[src/rtl/stream_compare_scan_pkg.sv]
// Shared types and helpers for the stream compare scan controller.
// The scan state enum, the link-count ceiling and a saturating adder live here.
package stream_compare_scan_pkg;

    // Largest number of links the comparator mask can address.
    localparam int MAX_LINKS = 16;

    // Index width needed to name any link up to MAX_LINKS.
    localparam int LINK_IDX_W = $clog2(MAX_LINKS);

    typedef enum logic [2:0] {
        IDLE   = 3'd0,
        SELECT = 3'd1,
        CLEAR  = 3'd2,
        SETTLE = 3'd3,
        RUN    = 3'd4,
        RECORD = 3'd5,
        DONE   = 3'd6
    } state_t;

    // Adds two unsigned values and clamps the result to all-ones of 'width' bits.
    // Operands are zero-extended to 64 bits by the caller; width must be 1..64.
    function automatic logic [63:0] sat_add(input logic [63:0] a,
                                            input logic [63:0] b,
                                            input int          width);
        logic [64:0] sum;
        logic [64:0] max_val;
        sum     = {1'b0, a} + {1'b0, b};
        max_val = (65'd1 << width) - 65'd1;
        if (sum > max_val) begin
            sat_add = max_val[63:0];
        end else begin
            sat_add = sum[63:0];
        end
    endfunction

endpackage

[src/rtl/stream_compare_scan_next_link.sv]
// Lowest-set-bit finder: picks the lowest-index link still waiting to be scanned.
module scan_next_link
    import stream_compare_scan_pkg::*;
#(
    parameter int N = 8
) (
    input  logic [N-1:0]            remaining,
    output logic [LINK_IDX_W-1:0]   index,
    output logic                    valid
);

    // Scan from the top down so the lowest set bit is the last one written.
    always_comb begin
        index = '0;
        valid = 1'b0;
        for (int i = N - 1; i >= 0; i--) begin
            if (remaining[i]) begin
                index = LINK_IDX_W'(i);
                valid = 1'b1;
            end
        end
    end

endmodule

[src/rtl/stream_compare_scan.sv]
// Stream compare scan controller.
// Walks the enabled links one at a time: clears the comparator, lets it settle,
// waits for 'window' words, then records the link's error count.
// Optional feature macro: SCAN_TIMEOUT_EN adds a per-link stall timeout in RUN.
// scan_state exposes the FSM state for observation.
module stream_compare_scan
    import stream_compare_scan_pkg::*;
#(
    parameter int NLINKS         = 8,
    parameter int CNT_W          = 32,
    parameter int TIMEOUT_CYCLES = 65535
) (
    input  logic                  clk,
    input  logic                  aresetn,
    input  logic                  start,
    input  logic [CNT_W-1:0]      window,
    input  logic [NLINKS-1:0]     link_enable,
    input  logic [CNT_W-1:0]      cmp_word_count,
    input  logic [CNT_W-1:0]      cmp_err_count,
    output logic                  cmp_reset,
    output logic [MAX_LINKS-1:0]  cmp_active_links,
    output logic                  cmp_active_links_map,
    output logic                  busy,
    output logic                  done,
    output logic [NLINKS-1:0]     link_fail,
    output logic [CNT_W-1:0]      err_total,
    output logic [NLINKS-1:0]     link_timeout,
    output logic [2:0]            scan_state
);

    state_t                 state;
    logic [CNT_W-1:0]       window_q;
    // Shadow of link_enable; bits are consumed as each link is scanned.
    logic [NLINKS-1:0]      remaining_q;
    logic [LINK_IDX_W-1:0]  next_idx;
    logic                   next_valid;
    logic [NLINKS-1:0]      sel_mask;

    assign cmp_active_links_map = 1'b1;
    assign scan_state           = state;
    // The registered one-hot comparator mask doubles as the current-link mask.
    assign sel_mask             = cmp_active_links[NLINKS-1:0];

`ifdef SCAN_TIMEOUT_EN
    logic [31:0]            stall_cnt;
    logic [CNT_W-1:0]       last_wc;
    logic [NLINKS-1:0]      link_timeout_q;
    assign link_timeout = link_timeout_q;
`else
    assign link_timeout = '0;
`endif

    scan_next_link #(.N(NLINKS)) u_next_link (
        .remaining (remaining_q),
        .index     (next_idx),
        .valid     (next_valid)
    );

    // Scan sequencer with registered outputs; results persist until the next accepted start.
    always_ff @(posedge clk or negedge aresetn) begin
        if (!aresetn) begin
            state            <= IDLE;
            busy             <= 1'b0;
            done             <= 1'b0;
            cmp_reset        <= 1'b0;
            cmp_active_links <= '0;
            link_fail        <= '0;
            err_total        <= '0;
            window_q         <= '0;
            remaining_q      <= '0;
`ifdef SCAN_TIMEOUT_EN
            stall_cnt        <= '0;
            last_wc          <= '0;
            link_timeout_q   <= '0;
`endif
        end else begin
            case (state)
                IDLE: begin
                    if (start) begin
                        window_q    <= window;
                        remaining_q <= link_enable;
                        link_fail   <= '0;
                        err_total   <= '0;
`ifdef SCAN_TIMEOUT_EN
                        link_timeout_q <= '0;
`endif
                        busy        <= 1'b1;
                        state       <= SELECT;
                    end
                end
                SELECT: begin
                    if (next_valid) begin
                        cmp_active_links <= MAX_LINKS'(1) << next_idx;
                        remaining_q      <= remaining_q & ~(NLINKS'(1) << next_idx);
                        cmp_reset        <= 1'b1;
                        state            <= CLEAR;
                    end else begin
                        done  <= 1'b1;
                        state <= DONE;
                    end
                end
                CLEAR: begin
                    cmp_reset <= 1'b0;
                    state     <= SETTLE;
                end
                SETTLE: begin
                    // Counts seen before this cycle may predate the clear; RUN starts fresh.
`ifdef SCAN_TIMEOUT_EN
                    stall_cnt <= '0;
                    last_wc   <= cmp_word_count;
`endif
                    state <= RUN;
                end
                RUN: begin
                    if (cmp_word_count >= window_q) begin
                        state <= RECORD;
                    end
`ifdef SCAN_TIMEOUT_EN
                    else if (cmp_word_count != last_wc) begin
                        last_wc   <= cmp_word_count;
                        stall_cnt <= '0;
                    end else if (stall_cnt >= 32'(TIMEOUT_CYCLES - 1)) begin
                        link_timeout_q <= link_timeout_q | sel_mask;
                        link_fail      <= link_fail | sel_mask;
                        state          <= SELECT;
                    end else begin
                        stall_cnt <= stall_cnt + 32'd1;
                    end
`endif
                end
                RECORD: begin
                    link_fail <= link_fail | (sel_mask & {NLINKS{|cmp_err_count}});
                    err_total <= CNT_W'(sat_add(64'(err_total), 64'(cmp_err_count), CNT_W));
                    state     <= SELECT;
                end
                DONE: begin
                    done  <= 1'b0;
                    busy  <= 1'b0;
                    state <= IDLE;
                end
                default: begin
                    busy  <= 1'b0;
                    done  <= 1'b0;
                    state <= IDLE;
                end
            endcase
        end
    end

endmodule

[config.mk]
export PLATFORM = sky130hd
export DESIGN_NAME = stream_compare_scan
export DESIGN_NICKNAME = d
export VERILOG_FILES = /design/src/rtl/stream_compare_scan_pkg.sv /design/src/rtl/stream_compare_scan_next_link.sv /design/src/rtl/stream_compare_scan.sv
export SDC_FILE = /design/constraint.sdc
export NUM_CORES = 1
export LEC_CHECK = 0
export BUFFER_PORTS_ARGS = -buffer_cell sky130_fd_sc_hd__buf_2
export CAP_MARGIN = 20
export CORE_MARGIN = 10
export CORE_UTILIZATION = 48
export DETAILED_ROUTE_END_ITERATION = 8
export GPL_ROUTABILITY_DRIVEN = 0
export GPL_TIMING_DRIVEN = 0
export PLACE_DENSITY = 0.86
export SLEW_MARGIN = 15
export SYNTH_ARGS = -nofsm -noshare
export SYNTH_HDL_FRONTEND = slang
export SYNTH_SLANG_ARGS = --single-unit
export TNS_END_PERCENT = 20
[constraint.sdc]
create_clock -name clk -period 2.55 [get_ports clk]
set_clock_uncertainty 0.05 [all_clocks]
set_input_delay 0.255 -clock clk [delete_from_list [all_inputs] [get_ports clk]]
set_output_delay 0.255 -clock clk [all_outputs]
set_load 0.05 [all_outputs]
# Word level (Yosys, flattened, before mapping)
# Cells that the tools add are included.
# Widths: inputs -> output; s select.
[totals]
regBits = 102
latchBits = 0
ram_bits = 0
mem_bits_ro = 0
in_bits = 107
output_inout_bits = 71
elab_cells = 78
mem_count = 0
[classes]
n_addsub = 1
mul = 0
div_mod_pow = 0
order_cmp = 2
eq_ne = 9
shift = 2
n_mux = 34
n_bitwise = 6
reduce_logical = 15
[op_table]
columns = ["cell", "count"]
rows = [
  ["$mux 32", 2],
  ["$pmux 32 s2", 1],
  ["$add 32x32->33", 1],
  ["$gt 33x32->1 const B", 1],
  ["$mux 3", 11],
  ["$ge 32x32->1", 1],
  ["$pmux 8 s2", 2],
  ["$reduce_or 32->1", 1],
  ["$mux 8", 3],
  ["$pmux 3 s6", 1],
  ["$and 8x8->8", 2],
  ["$shl 1x4->16 const A", 1],
  ["$reduce_and 2->1", 7],
  ["$mux 1", 11],
  ["$reduce_or 5->1", 2],
  ["$ne 2x2->1 const B", 4],
  ["$not 8->8", 1],
  ["$or 8x8->8", 1],
  ["$shl 1x4->8 const A", 1],
  ["$eq 3x2->1 const B", 2],
  ["$eq 3x3->1 const B", 2],
  ["$pmux 1 s2", 3],
  ["$reduce_bool 2->1", 3],
  ["$eq 3x1->1 const B", 1],
  ["3 further kinds", 4],
]

# Logic depth before layout (Yosys ltp)
# Gate-level depths: netlist of the first run.
[logic_depth]
depth_word = 13
ltp_mapped = 12
ltp_nobuf = 11

# Hierarchy
# A second synthesis of the first run with hierarchy kept.
[unflattened]
cells_unflattened = 761
area_unflattened_um2 = 6683.9
[modules_own_cells]
columns = ["module", "instances", "cells_each", "area_per_inst_um2", "seq_area_each_um2"]
rows = [
  ["stream_compare_scan", 1, 746, 6592.6, 2552.4],
  ["scan_next_link", 1, 15, 91.3, 0.0],
]

# Least setup slack after synthesis of the first run
# Ideal clock, no wire load.
[synth_path]
path_kind = "reg-to-reg"
start = "reg err_total[0]"
end = "reg err_total[21]"
setup_ns = 0.078
arrival_ns = 2.755
required_time_ns = 2.422
setup_slack_ns = -0.332
path_stages_with_launch = 13
path_buffers = 1
period_less_slack_ns = 2.882
path_cell_list = "dfrtp_1 -> ha_1 -> inv_1 -> fa_1 -> nor2b_1 -> o31a_1 -> o311a_4 -> o21ai_4 -> a21oi_2 -> a31oi_4 -> and2_1 -> buf_4 -> a21oi_1"
[synth_between]
elab_chain_cells = 4
[synth_rtl]
columns = ["element", "line", "rtl"]
rows = [
  ["from (decl)", "stream_compare_scan.sv:26", "output logic [CNT_W-1:0] err_total,"],
  ["from (signal assigned)", "stream_compare_scan.sv:133", "err_total <= CNT_W'(sat_add(64'(err_total), 64'(cmp_err_count), CNT_W));"],
  ["$add 32x32->33 *", "stream_compare_scan_pkg.sv:28", "sum = {1'b0, a} + {1'b0, b};"],
  ["$gt 33x32->1", "stream_compare_scan_pkg.sv:30", "if (sum > max_val) begin"],
  ["$mux 32 *", "stream_compare_scan_pkg.sv:30", ""],
  ["$pmux 32 s2 *", "stream_compare_scan.sv:77", "case (state)"],
]
# Every way passes the cells marked *; elsewhere a longest branch is shown, timed or not.
# A chain may end at the register's enable or synchronous reset.

# Worst setup path in the final report of the first run
[layout_path]
start = "reg err_total[13]"
end = "reg err_total[29]"
# The elaborated chain is that of the path after synthesis.

==> results of run 1 <==
==> cells by family (layout without fill, tap and decap cells) <==
family                   count (synthesis)  in the layout  synth area share
AO/OA/AOI/OAI                          253            253             0.250
buffers and inverters                   88            286            0.0648
XOR/XNOR                                28             28            0.0383
AND/OR/NAND/NOR                        204            204             0.149
flip-flops                              94             94             0.368
other                                    2             18           0.00117
adder cells (fa/ha/maj)                 65             65             0.128
==> state kept, by name (all words and copies together) (netlist names) <==
signal / flops
done: 1
remaining_q: 8
cmp_reset: 1
busy: 1
window_q: 32
cmp_active_links: 8
link_fail: 8
err_total: 32
scan_state: 3
==> per-stage QoR <==
stage	cell area (µm²)	util	setup TNS (ns)	power [mW]	std cells
after floorplan	6500	-	-0.868	7.15	749
after global placement	7520	0.573	-5.33	8.44	1085
after detailed placement	7560	0.575	-5.49	8.62	1086
after CTS	8040	0.612	-0.118	10.2	1115
after global routing	8330	0.634	-1.36	11.5	1123
final	8340	0.635	-0.125	10.7	1124
==> tightest hold or removal path: cells and delay by family <==
kind | cells | cell delay (ns)
buf+inv | 1 | 0.07
simple gates | 2 | 0.09
==> power groups by stage <==
stage / clock, mW / sequential, mW / combinational, mW
4_1_cts: 1.30 / 2.59 / 6.29
6_report: 1.27 / 2.62 / 6.78
2_1_floorplan: 0 / 3.73 / 3.42
5_1_grt: 1.36 / 2.70 / 7.43
3_5_place_dp: 0 / 2.62 / 6.01
3_3_place_gp: 0 / 2.58 / 5.86
==> layer usage <==
layer | track usage | routed length [µm] | up-vias
met3 | 0.0764 | 1990 | 46
met1 | 0.236 | 7750 | 2913
met4 | 0.0783 | 529 | 2
li1 | - | - | 3027
met5 | 0 | 18 | -
met2 | 0.342 | 9580 | 286
==> layout make-up <==
| cell class | instances | area (µm²) |
|---|---|---|
| Tap cell | 176 | 220 |
| Timing Repair Buffer | 183 | 1030 |
| Buffer | 48 | 309 |
| Antenna cell | 1 | 2.50 |
| Sequential cell | 94 | 2360 |
| Fill cell | 1100 | 4800 |
| Inverter | 39 | 146 |
| Clock inverter | 6 | 46.3 |
| Multi-Input combinational cell | 567 | 3990 |
| Clock buffer | 10 | 229 |
==> worst max path at each step <==
stage                  start       endpoint  slack [ns]  cells past startpoint
6_report       err_total[13]  err_total[29]       -0.09                     10
5_1_grt        err_total[13]  err_total[29]       -0.12                     10
3_3_place_gp   err_total[13]  err_total[29]       -0.22                     11
3_5_place_dp   err_total[13]  err_total[15]       -0.23                     10
2_1_floorplan   err_total[0]  err_total[29]       -0.08                     12
4_1_cts        err_total[14]  err_total[29]       -0.03                     10
==> repair_timing <==
action                                  4_1_cts  5_1_grt
endpoints found under the hold margin        40        0
hold buffers                                  1        0
endpoints found under the setup margin       32       40
setup buffers                                12        8
resized for setup                            24       49
pin swaps                                     7       20
gates cloned                                  0        1
==> cell usage in the layout (no fill, tap or decap), types with 3 or more instances in the layout <==
| master | n |
|---|---|
| o21a_1 | 10 |
| a21oi_2 | 8 |
| a21oi_1 | 67 |
| dfrtp_2 | 8 |
| o21ai_2 | 3 |
| nand2_2 | 3 |
| clkbuf_1 | 21 |
| a31oi_1 | 24 |
| dfrtp_1 | 86 |
| a21o_1 | 22 |
| ha_1 | 56 |
| nand2_1 | 87 |
| xor2_1 | 12 |
| o211ai_1 | 4 |
| buf_4 | 33 |
| inv_1 | 38 |
| a22o_1 | 12 |
| ha_4 | 8 |
| nand2b_1 | 6 |
| or2_2 | 3 |
| nor2b_1 | 13 |
| nand3_1 | 8 |
| and3_1 | 7 |
| nor2_1 | 35 |
| nand4_1 | 9 |
| and2_1 | 4 |
| clkbuf_16 | 10 |
| a31oi_4 | 3 |
| conb_1 | 17 |
| buf_2 | 161 |
| nor3_1 | 8 |
| nor4_1 | 9 |
| xnor2_1 | 16 |
| a21oi_4 | 3 |
| buf_6 | 10 |
| o21ai_0 | 61 |
==> metrics.md, run 1 <==
| Metric | Value |
|---|---|
| Status | finished, violations left |
| Failing checks | setup timing |
| Initial antenna violation count | 3 |
| Starting density of the core | 0.487 |
| Largest net degree at the start of global routing | 55 |
| Final Setup Violations | 6 |
| Number of register bits inferred by synthesis | 94 |
| Die Width | 135 µm |
| DRC Markers | 0 |
| Capturing point of the worst reg2reg path | err_total[29] |
| Share of layout cells above drive strength 1 | 0.303 |
| CTS tree | built |
| Die Y | 135 µm |
| Detailed Place HPWL | 15000 µm |
| Vias in the first global route | 6323 |
| Slack of the critical path | -0.0926 ns |
| Hold Crit Start | window[0] |
| Max-Cap Viols | 0 |
| Final Hold Viols | 0 |
| Critical path capture point type | flip-flop |
| Mapped cell area | 0.00639 mm² |
| I/O Buffers | 160 |
| DR WL/cell | 17.7 µm |
| Delay-heaviest family, CP | compound AO/OA/AOI/OAI gates |
| Hold Slack | 0.0530 ns |
| RSZ-0062 raised after global routing | yes |
| Sw frac | 0.503 |
| Yosys top cell area share | 0.368 |
| First-pass GRT wire length | 30700 µm |
| DRC violation total after the first TritonRoute iteration | 470 |
| CP max-delay cell | dfrtp_2 |
| Final Max Tran Viols | 0 |
| Seq/Total Area, Yosys | 0.368 |
| Crit-path max FO | 7 |
| Required time worst endpoint | 2.77 ns |
| Post-layout minimum cycle time | 2.64 ns |
| Top-count cell post-synth | dfrtp_1 |
| Ys flop type | dfrtp_1 |
| CP startpoint kind | flip-flop |
| Pin slew with the least headroom to its limit | 0.668 ns |
| Clock share of power | 0.119 |
| CP bufs+invs | 1 |
| Max clock buf depth | 2 |
| Depth of the most critical reg-to-reg path | 10 |
| Post-synth ARST share | 1.00 |
| Final #Nets | 1114 |
| Area leader, netlist | dfrtp_1 |
| Post-synth EDFFs | 0 |
| Pwr dens | 1280 mW/mm² |
| Switching power | 5.36 mW |
| DRT Pass-1 Iters | 5 |
| Routed vias | 6274 |
| Core Region | 0.0131 mm² |
| Reg2Reg Setup Slack | -0.09 ns |
| Synth top area cells | dfrtp_1 (37%), ha_1 (13%), a21oi_1 (6.0%) |
| Die footprint | 0.0183 mm² |
| HP Class | in2reg |
| Yosys warnings | 0 |
| Max-slew headroom | 0.555 |
| Hold depth | 3 |
| Synthesis-to-finish area growth | 30.4% |
| Combinational Power Share | 0.636 |
| Clock insertion delay at the later pin of the skew report | 0.35 ns |
| WP data arrival | 2.87 ns |
| Worst-path clk slew | 0.07 ns |
| Hold EP | window_q[0] |
| Static Leak | 4.13 nW |
| CTS Buf Count | 9 |
| Peak supply drop | 0.576 mV |
| Cell chain of the critical path | ha_4 -> buf_6 -> nand4_1 -> or3_1 -> o32a_1 -> o21a_2 -> a211oi_4 -> a31oi_1 -> a41o_1 -> o22ai_2 |
| FMAX | 378 MHz |
| Period utilization | 1.04 |
| Synth cell count leaders | dfrtp_1 (94), nand2_1 (90), a21oi_1 (77), o21ai_0 (65), ha_1 (64) |
| Post-DR vias/cell | 5.58 |
| Post-Place Worst Slack | -0.233 ns |
| Largest stage delay on the critical path | 0.44 ns |
| Root Buffer | clkbuf_16 |
| H-tree depth | 3 |
| GRT Total Usage | 0.206 |
| Internal cell power | 5.30 mW |
| Boundary Pins | 178 |
| Sink Count | 94 |
| Post-synth cell types | 60 |
| Final ANT Viol Nets | 0 |
| Post-Syn Area per Cell | 8.71 µm² |
| Share of power burned in registers | 0.245 |
| Congestion Overflow GR | 0 |
| Worst R2R Start | err_total[13] |
| Total wire length | 19900 µm |
| Critical path type | reg2reg |
| Rows | 42 |
| Synth Instances | 734 |
Note: power is estimated with default switching activity, not from simulation.
==> run 2, diff against run 1 <==
--- a/config.mk
+++ b/config.mk
@@ -8,11 +8,12 @@
 export BUFFER_PORTS_ARGS = -buffer_cell sky130_fd_sc_hd__buf_2
 export CAP_MARGIN = 20
 export CORE_MARGIN = 10
-export CORE_UTILIZATION = 48
+export CORE_UTILIZATION = 49
+export CTS_BUF_LIST = sky130_fd_sc_hd__clkbuf_4 sky130_fd_sc_hd__clkbuf_8
 export DETAILED_ROUTE_END_ITERATION = 8
 export GPL_ROUTABILITY_DRIVEN = 0
 export GPL_TIMING_DRIVEN = 0
-export PLACE_DENSITY = 0.86
+export PLACE_DENSITY = 0.88
 export SLEW_MARGIN = 15
 export SYNTH_ARGS = -nofsm -noshare
 export SYNTH_HDL_FRONTEND = slang
==> run 2 against run 1 <==
Effect of this change: the run still ends with setup timing left; sequential share of layout area is 0.91 points higher; via count is 0.41% higher; utilization hardly changed; wire length is 0.87% lower; total power is 4.1% lower; combinational power is 2% lower; worst setup slack worse by 0.022 ns; non-clock buffer count is 5 lower; first-iteration DRC count is 0.85% lower; register-to-register slack worse by 0.02 ns; maximum frequency is 0.83% lower; largest cell class unchanged.
==> metrics.md, run 2 (synthesis gave the netlist of run 1 again) <==
| Metric | Value |
|---|---|
| Total power | 10.2 mW (was 10.7 mW) |
| Filler cell count | 1095 (was 1100) |
| HP Class | in2reg (unchanged) |
| Congestion Overflow GR | 0 (unchanged) |
| Failing checks | setup timing (unchanged) |
| Boundary Pins | 178 (unchanged) |
| Final #Nets | 1109 (was 1114) |
| Critical path capture point type | flip-flop (unchanged) |
| GRT Total Usage | 0.210 (was 0.206) |
| Final Max Tran Viols | 0 (unchanged) |
| DRC Markers | 0 (unchanged) |
| Clock insertion delay at the later pin of the skew report | 0.38 ns (was 0.35 ns) |
| Pin slew with the least headroom to its limit | 0.631 ns (was 0.668 ns) |
| CP max-delay cell | dfrtp_2 (unchanged) |
| CTS tree | built (unchanged) |
| Root Buffer | clkbuf_8 (was clkbuf_16) |
| Switching power | 5.25 mW (was 5.36 mW) |
| RSZ-0062 raised after global routing | yes (unchanged) |
| Total wire length | 19700 µm (was 19900 µm) |
| Static Leak | 4.04 nW (was 4.13 nW) |
| Critical path type | reg2reg (unchanged) |
| Post-layout minimum cycle time | 2.66 ns (was 2.64 ns) |
| Worst-path clk slew | 0.10 ns (was 0.07 ns) |
| Peak supply drop | 0.567 mV (was 0.576 mV) |
| Most common cell after layout, fill and taps aside | buf_2 (unchanged) |
| Detailed Place HPWL | 15000 µm (about the same) |
| Synthesis-to-finish area growth | 26.3% (was 30.4%) |
| Rows | 41 (was 42) |
| Max-Cap Viols | 0 (unchanged) |
| Vias in the first global route | 6248 (was 6323) |
| Die footprint | 0.0180 mm² (was 0.0183 mm²) |
| Routed vias | 6300 (was 6274) |
| Max clock buf depth | 2 (unchanged) |
| Required time worst endpoint | 2.73 ns (was 2.77 ns) |
| Crit-path max FO | 5 (was 7) |
| Share of layout cells above drive strength 1 | 0.288 (was 0.303) |
| Share of power burned in registers | 0.255 (was 0.245) |
| Status | finished, violations left (unchanged) |
| Starting density of the core | 0.503 (was 0.487) |
| Clock share of power | 0.099 (was 0.119) |
| First-pass GRT wire length | 31000 µm (was 30700 µm) |
| Sw frac | 0.513 (was 0.503) |
| Sink Count | 94 (unchanged) |
| Combinational Power Share | 0.647 (was 0.636) |
| Setup TNS | -2.13 ns (was -0.125 ns) |
| Die Width | 134 µm (was 135 µm) |
| Initial antenna violation count | 1 (was 3) |
| FMAX | 375 MHz (was 378 MHz) |
| Internal cell power | 4.98 mW (was 5.30 mW) |
| Die Y | 134 µm (was 135 µm) |
| Cell chain of the critical path | ha_4 -> inv_2 -> fa_2 -> nor2b_2 -> o31a_1 -> o311a_4 -> o21ai_4 -> a21oi_4 -> a31oi_4 -> buf_6 -> clkbuf_16 -> a31oi_1 (was ha_4 -> buf_6 -> nand4_1 -> or3_1 -> o32a_1 -> o21a_2 -> a211oi_4 -> a31oi_1 -> a41o_1 -> o22ai_2) |
| DRT Pass-1 Iters | 5 (unchanged) |
| DR WL/cell | 17.7 µm (about the same) |
| WP data arrival | 2.84 ns (was 2.87 ns) |
| DRC violation total after the first TritonRoute iteration | 466 (was 470) |
| H-tree depth | 3 (unchanged) |
| CTS Buf Count | 9 (unchanged) |
| CP startpoint kind | flip-flop (unchanged) |
| Commonest non-fill, non-tap cells in the layout | buf_2 (163), nand2_1 (90), dfrtp_1 (86) (was buf_2 (161), nand2_1 (87), dfrtp_1 (86)) |
| Core Region | 0.0127 mm² (was 0.0131 mm²) |
| Pwr dens | 1270 mW/mm² (was 1280 mW/mm²) |
| Slack of the critical path | -0.115 ns (was -0.0926 ns) |
| Largest net degree at the start of global routing | 58 (was 55) |
| Period utilization | 1.04 (about the same) |
| I/O Buffers | 160 (unchanged) |
| Post-DR vias/cell | 5.66 (was 5.58) |
| Final Setup Violations | 30 (was 6) |
| Largest stage delay on the critical path | 0.44 ns (about the same) |
| Final Hold Viols | 0 (unchanged) |
| Top Registers | err_total: 32 flops, window_q: 32 flops (unchanged) |
| Final ANT Viol Nets | 0 (unchanged) |
| Max-slew headroom | 0.579 (was 0.555) |
## run 2: cell count changes in the layout (fill, tap and decap cells not counted), sizes merged
cell / previous run / this run
bufinv: 0 / 1
clkbuf: 33 / 31
clkinv: 2 / 0
inv: 41 / 40
clkinvlp: 2 / 3
buf: 207 / 203
## run 2: through the flow
step / util / instance area (µm²) / hold slack, ns / cells / worst slack (ns)
2_1_floorplan: - / 6500 / -0.0906 / 749 / -0.0752
3_3_place_gp: 0.591 / 7520 / 0.396 / 1081 / -0.229
3_5_place_dp: 0.594 / 7550 / 0.144 / 1082 / -0.307
4_1_cts: 0.623 / 7930 / 0.00355 / 1107 / -0.112
5_1_grt: 0.635 / 8080 / 0.0148 / 1112 / -0.198
6_report: 0.635 / 8080 / 0.0191 / 1113 / -0.115
## run 2: worst max-delay path, delay by kind of cell (launching register included)
family | cells | cell delay [ns]
AND/OR/NAND/NOR | 1 | 0.05
AO/OA/AOI/OAI | 6 | 1.22
buffers and inverters | 3 | 0.37
adder cells (fa/ha/maj) | 2 | 0.37
flip-flops | 1 | 0.44
## run 2: timing repair
action                                 CTS  global route
hold buffers                             1             0
endpoints found under the hold margin   37             0
setup endpoints to repair               34            38
gates cloned                             0             1
buffers inserted                        12             4
gates resized for setup                 21            23
pin swaps                               18            17
## run 2: power by group through the flow
stage                     Sequential [mW]  Combinational (mW)  Clock [mW]
after CTS                            2.59                6.30        1.03
after global placement               2.59                5.85           0
after floorplan                      3.73                3.42           0
after global routing                 2.67                7.22        1.09
after detailed placement             2.62                6.01           0
final                                2.61                6.62        1.01
## run 2: worst paths after layout
kind                           startpoint              to  slack, ns  cells past startpoint
max                          err_total[0]    err_total[9]      -0.11                     12
min                        link_enable[7]  remaining_q[7]       0.02                      3
max reg2reg                  err_total[0]    err_total[9]      -0.11                     12
min reg2reg                  link_fail[2]    link_fail[2]       0.46                      1
max in group asynchronous         aresetn    err_total[1]       1.54                      3
min in group asynchronous         aresetn   err_total[18]       0.29                      2
## run 2: area by class of cell
| cell class | count | area (µm²) | area share |
|---|---|---|---|
| well taps | 172 | 215 | 0.0266 |
| clock inverters | 5 | 61.3 | 0.00759 |
| diodes | 1 | 2.50 | 0.000310 |
| plain buffers | 47 | 284 | 0.0352 |
| multi-input cells | 567 | 3880 | 0.481 |
| flip-flops and latches | 94 | 2360 | 0.292 |
| repair buffers | 179 | 997 | 0.123 |
| inverters | 39 | 146 | 0.0181 |
| clock buffers | 9 | 124 | 0.0153 |
## run 2: layer usage
metal,track usage,vias up,share of wire
met5,0,-,0
met2,0.353,299,0.47
met4,0.0707,0,0.021
li1,-,3012,-
met1,0.245,2954,0.40
met3,0.0695,35,0.10
